[src/rtl/fir_ctrl.sv]
// fir_ctrl: control FSM for a chained-MAC FIR filter.
//   Loads N_TAPS coefficients from a cfg beat stream into the tap registers,
//   clears the chain, then streams samples into the chain. A LAT-deep token
//   shift register tracks which chain outputs belong to real samples, so
//   m_valid pulses exactly once per accepted sample. A flush drains the chain
//   with LAT zero samples and pulses done afterwards.
// Ports:
//   clk, rst                          clock, async active-high reset
//   cfg_start, cfg_valid/ready, data  coefficient load control and beats
//   coeff_we/addr/wdata               tap coefficient write port
//   s_valid/ready, s_data             sample input stream
//   flush                             drain request (honoured in RUN only)
//   chain_clr/en/data, chain_result   tap chain control and last-tap output
//   m_valid, m_data                   filtered result (no backpressure)
//   busy, done                        status: not IDLE/RUN; end-of-flush pulse
module fir_ctrl #(
  parameter int unsigned N_TAPS    = 8,
  parameter int unsigned DIM_DATA  = 16,
  parameter int unsigned DIM_COEFF = 16,
  parameter int unsigned DIM_ACC   = 32,
  parameter int unsigned LAT       = N_TAPS + 1
) (
  input  logic                       clk,
  input  logic                       rst,
  input  logic                       cfg_start,
  input  logic                       cfg_valid,
  output logic                       cfg_ready,
  input  logic [DIM_COEFF-1:0]       cfg_data,
  output logic                       coeff_we,
  output logic [$clog2(N_TAPS)-1:0]  coeff_addr,
  output logic [DIM_COEFF-1:0]       coeff_wdata,
  input  logic                       s_valid,
  output logic                       s_ready,
  input  logic [DIM_DATA-1:0]        s_data,
  input  logic                       flush,
  output logic                       chain_clr,
  output logic                       chain_en,
  output logic [DIM_DATA-1:0]        chain_data,
  input  logic [DIM_ACC-1:0]         chain_result,
  output logic                       m_valid,
  output logic [DIM_ACC-1:0]         m_data,
  output logic                       busy,
  output logic                       done
);

  localparam int unsigned AW = $clog2(N_TAPS);
  localparam int unsigned CW = $clog2(LAT + 1);

  typedef enum logic [2:0] {StIdle, StLoad, StClear, StRun, StFlush} state_e;

  state_e         r_state, w_state_d;
  logic [AW-1:0]  r_idx, w_idx_d, w_load_idx;
  logic [CW-1:0]  r_flush_cnt, w_flush_cnt_d;
  logic [LAT-1:0] r_vsr, w_vsr_d;
  logic           r_m_valid, w_m_valid_d;
  logic [DIM_ACC-1:0] r_m_data;
  logic           r_done, w_done_d;

  logic           w_tok_in, w_clr_tok, w_chain_en, w_clr_state;
  logic           w_cfg_ready, w_coeff_we, w_s_ready;

  always_comb begin
    w_state_d     = r_state;
    w_idx_d       = r_idx;
    w_flush_cnt_d = r_flush_cnt;
    w_load_idx    = r_idx;
    w_tok_in      = 1'b0;
    w_clr_tok     = 1'b0;
    w_chain_en    = 1'b0;
    w_clr_state   = 1'b0;
    w_cfg_ready   = 1'b0;
    w_coeff_we    = 1'b0;
    w_s_ready     = 1'b0;
    w_done_d      = 1'b0;
    unique case (r_state)
      StIdle: begin
        if (cfg_start) begin
          w_state_d = StLoad;
          w_idx_d   = '0;
        end
      end
      StLoad: begin
        w_cfg_ready = 1'b1;
        // A restart pulse lands any same-cycle beat at index 0.
        w_load_idx  = cfg_start ? '0 : r_idx;
        w_idx_d     = w_load_idx;
        if (cfg_valid) begin
          w_coeff_we = 1'b1;
          if (w_load_idx == AW'(N_TAPS - 1)) begin
            w_state_d = StClear;
          end else begin
            w_idx_d = w_load_idx + AW'(1);
          end
        end
      end
      StClear: begin
        w_clr_state = 1'b1;
        w_clr_tok   = 1'b1;
        w_state_d   = StRun;
      end
      StRun: begin
        if (cfg_start) begin
          w_state_d     = StLoad;
          w_idx_d       = '0;
          w_flush_cnt_d = '0;
          w_clr_tok     = 1'b1;
        end else begin
          w_s_ready  = 1'b1;
          w_chain_en = s_valid;
          w_tok_in   = s_valid;
          if (flush) begin
            w_state_d     = StFlush;
            w_flush_cnt_d = CW'(LAT);
          end
        end
      end
      StFlush: begin
        if (cfg_start) begin
          w_state_d     = StLoad;
          w_idx_d       = '0;
          w_flush_cnt_d = '0;
          w_clr_tok     = 1'b1;
        end else begin
          w_chain_en = 1'b1;
          if (r_flush_cnt <= CW'(1)) begin
            w_state_d     = StRun;
            w_flush_cnt_d = '0;
            w_done_d      = 1'b1;
          end else begin
            w_flush_cnt_d = r_flush_cnt - CW'(1);
          end
        end
      end
      default: w_state_d = StIdle;
    endcase
  end

  // Tokens move only with the chain; a token leaving the last stage means the
  // chain output in this cycle is the result for a real sample.
  always_comb begin
    w_vsr_d     = r_vsr;
    w_m_valid_d = 1'b0;
    if (w_clr_tok) begin
      w_vsr_d = '0;
    end else if (w_chain_en) begin
      w_vsr_d     = (r_vsr << 1) | LAT'(w_tok_in);
      w_m_valid_d = r_vsr[LAT-1];
    end
  end

  always_ff @(posedge clk or posedge rst) begin
    if (rst) begin
      r_state     <= StIdle;
      r_idx       <= '0;
      r_flush_cnt <= '0;
      r_vsr       <= '0;
      r_m_valid   <= 1'b0;
      r_m_data    <= '0;
      r_done      <= 1'b0;
    end else begin
      r_state     <= w_state_d;
      r_idx       <= w_idx_d;
      r_flush_cnt <= w_flush_cnt_d;
      r_vsr       <= w_vsr_d;
      r_m_valid   <= w_m_valid_d;
      r_done      <= w_done_d;
      if (w_m_valid_d) begin
        r_m_data <= chain_result;
      end
    end
  end

  assign cfg_ready   = w_cfg_ready;
  assign coeff_we    = w_coeff_we;
  assign coeff_addr  = w_coeff_we ? w_load_idx : '0;
  assign coeff_wdata = w_coeff_we ? cfg_data : '0;
  assign s_ready     = w_s_ready;
  assign chain_en    = w_chain_en;
  assign chain_data  = w_tok_in ? s_data : '0;
  // Reset holds the chain cleared without waiting for a clock.
  assign chain_clr   = w_clr_state | rst;
  assign m_valid     = r_m_valid;
  assign m_data      = r_m_data;
  assign busy        = (r_state == StLoad) || (r_state == StClear) || (r_state == StFlush);
  assign done        = r_done;

endmodule

[config.mk]
export PLATFORM = sky130hd
export DESIGN_NAME = fir_ctrl
export DESIGN_NICKNAME = d
export VERILOG_FILES = /design/src/rtl/fir_ctrl.sv
export SDC_FILE = /design/constraint.sdc
export NUM_CORES = 1
export LEC_CHECK = 0
export CAP_MARGIN = 20
export CORE_MARGIN = 2
export CORE_UTILIZATION = 43
export CTS_CLUSTER_DIAMETER = 150
export CTS_CLUSTER_SIZE = 25
export DETAILED_ROUTE_END_ITERATION = 10
export PLACE_DENSITY_LB_ADDON = 0.2
export SLEW_MARGIN = 20
export SYNTH_ARGS = -nofsm -noshare
export SYNTH_HDL_FRONTEND = slang
export SYNTH_SLANG_ARGS = --single-unit
export TNS_END_PERCENT = 30
[constraint.sdc]
create_clock -name clk -period 3.05 [get_ports clk]
set_clock_uncertainty 0.05 [all_clocks]
set_input_delay 0.61 -clock clk [delete_from_list [all_inputs] [get_ports clk]]
set_output_delay 0.61 -clock clk [all_outputs]
set_load 0.005 [all_outputs]
==> impl_metrics.ini <==
[run_status]
outcome = completed

[cts]
clkSinkCount = 53
tritoncts = done
post_cts_buffers = 0
cts.hold.buffers_added = 0
htreeDepth = 2
cts-root-buf = clkbuf_8
numCtsBuffers = 5
clk_pin_slew_ns = 0.09
clockBufferDepth = 2
insertion_delay_ns = 0.30
cts_resized = 0

[final_layout]
synthToLayoutAreaGrowth_pct = 57.2
final_common_cell = clkdlybuf4s50_1
final_core_util_pct = 69.3
mostFrequentLayoutCells = 144 x clkdlybuf4s50_1, 53 x dfrtp_1, 29 x mux2_4
stdcell_area_mm2 = 0.00435
drive_gt1_share_pct = 14.2
diodes = 0
instances_no_fill = 458
nNetsFinal = 453

[drt]
avgViaCountPerCell = 4.95
detail-route-antenna-nets = 0
route.met3.wl_um = 396
wl_met1_um = 2960
first_iter_violations = 75
drc = 0
dr.pass1.iters = 4
wirelength_um = 6710
vias = 2268
wire_per_inst_um = 14.6
highest_layer = met4
wl_met2_um = 3300

[power_and_ir_drop]
power.density_mw_per_mm2 = 303
leakagePower_nw = 1.99
power_w = 0.00132
ir_drop_mv = 0.193

[setup_path]
crit_end = chain_en
cp.depth = 3
cp_max_fo = 14
rrSetupSlack_ns = 0.75
startpoint = r_state[1]
critPathCaptureType = output pin
crit_path_max_incr_delay_ns = 0.56
start_kind = register
crit_buf_inv = 1
crit_chain = or3b_1 -> a21oi_1 -> clkdlybuf4s50_1
worst-r2r-cell-count = 5
critPathSlowestCell = clkdlybuf4s50_1
critPathArrivalTime_ns = 2.23
cp.required_ns = 2.39
r2r-start = r_state[1]
r2r_end = m_data[23]
worstSetupPathType = reg2out
crit_family = buffers and inverters

[sta]
setup_viol = 0
setup_tns_ns = 0
rsz0062_at_grt = no
finalMaxSlewViolations = 0
max_slew_margin_pct = 57.5
hold_viol = 0
tightest_slew_ns = 0.637
timing.fmax_mhz = 346
period_needed_ns = 2.89
period_share_pct = 94.7

[die]
io_pins = 145
die_h_um = 84.2
die_area_mm2 = 0.00709
initial_core_util_pct = 44.1
core_mm2 = 0.00628
die-width_um = 84.2
rows = 29

[place]
gp_congestion = 0.753
port_buffers = 144
placed_cell_area_mm2 = 0.00426
place_hpwl_um = 5170
placed_cells = 450

[logic_synthesis]
yosys_warnings = 0
synthesis.instances = 233
ys_types = 41
synth_fp_nets = 306
syn_avg_cell_area_um2 = 11.9
syn_area_mm2 = 0.00277
seq_area_frac_synth_pct = 47.9
ys_ff_latch = 53

[job]
maxCapViolCount = 0

[global_routing]
grt_start_max_net_pins = 54
grt_pass1_vias = 2370
antenna_found_initial = 0
grt_pass1_wl_um = 11300
grt_overflow_total = 0
track_usage_pct = 19.5

[hold_path]
hold_class = reg2reg
-- cells in the mapped netlist, drive strengths merged --
cell	number	area share [%]
a21oi	4	0.72
nand4b	2	0.63
or3b	1	0.32
and4	1	0.32
nand2	11	1.6
a21bo	1	0.36
o22ai	1	0.23
and2	20	4.5
nor2	16	2.2
dfrtp	53	48
o21ai	10	1.8
a31oi	1	0.23
nand2b	2	0.45
nand3	1	0.18
ha	3	1.4
nor3	3	0.54
xnor2	1	0.32
clkbuf	5	0.68
o221ai	1	0.32
o21a	3	0.81
o31ai	1	0.27
mux2	32	17
nor4b	1	0.32
a32o	1	0.36
inv	7	0.95
a311oi	1	0.32
and3	19	4.5
buf	10	4.3
mux2i	11	4.0
and3b	1	0.32
a21o	1	0.27
or3	1	0.23
a32oi	1	0.32
nand3b	2	0.54
nor2b	4	0.90
-- metrics by stage --
stage	hold slack [ns]	worst slack, ns
after floorplan	0.415	0.359
final	0.464	0.162
after global routing	0.488	0.0211
after CTS	0.469	0.177
after detailed placement	0.441	0.277
after global placement	0.438	0.288
-- routing by layer --
layer / global-route usage [%] / vias to the layer above
met5: 0 / -
met4: 3.81 / 0
met2: 33.8 / 87
met3: 4.82 / 5
li1: - / 1100
met1: 24.9 / 1076
-- sequential cells by signal, summed over array words and instances (netlist names) --
register,flops
m_data,32
r_vsr,9
r_flush_cnt,4
r_idx,3
r_state,3
done,1
m_valid,1
-- how the worst min path moves through the flow --
stage                    from             end  slack [ns]  cells after the start
4_1_cts            m_data[18]      m_data[18]        0.47                      1
5_1_grt            m_data[15]      m_data[15]        0.49                      1
6_report            m_data[5]       m_data[5]        0.46                      1
2_1_floorplan  r_flush_cnt[1]  r_flush_cnt[1]        0.41                      2
3_5_place_dp       m_data[18]      m_data[18]        0.44                      1
3_3_place_gp        m_data[5]       m_data[5]        0.44                      1
-- area by class of cell --
| type | count | area, µm² |
|---|---|---|
| inverters | 7 | 26.3 |
| well taps | 77 | 96.3 |
| fillers | 472 | 1930 |
| clock buffers | 6 | 72.6 |
| repair buffers | 155 | 1540 |
| multi-input cells | 158 | 1280 |
| clock inverters | 2 | 13.8 |
| flip-flops and latches | 53 | 1330 |
-- cells by family (layout without fill, tap and decap cells) --
group / count (synthesis) / count (layout) / synth area share [%]
adder cells (fa/ha/maj): 3 / 3 / 1.36
AO/OA/AOI/OAI: 26 / 26 / 6.02
buffers and inverters: 22 / 170 / 5.93
multiplexers: 43 / 43 / 20.9
flip-flops: 53 / 53 / 47.9
XOR/XNOR: 1 / 1 / 0.317
AND/OR/NAND/NOR: 85 / 85 / 17.5
-- power by group --
| part | switching (W) | internal (W) | total, W |
|---|---|---|---|
| Clock | 0.000225 | 0.000164 | 0.000389 |
| Sequential | 0.00000976 | 0.000714 | 0.000724 |
| Combinational | 0.0000695 | 0.000134 | 0.000204 |
No activity file was read; power rests on OpenSTA's default activity.
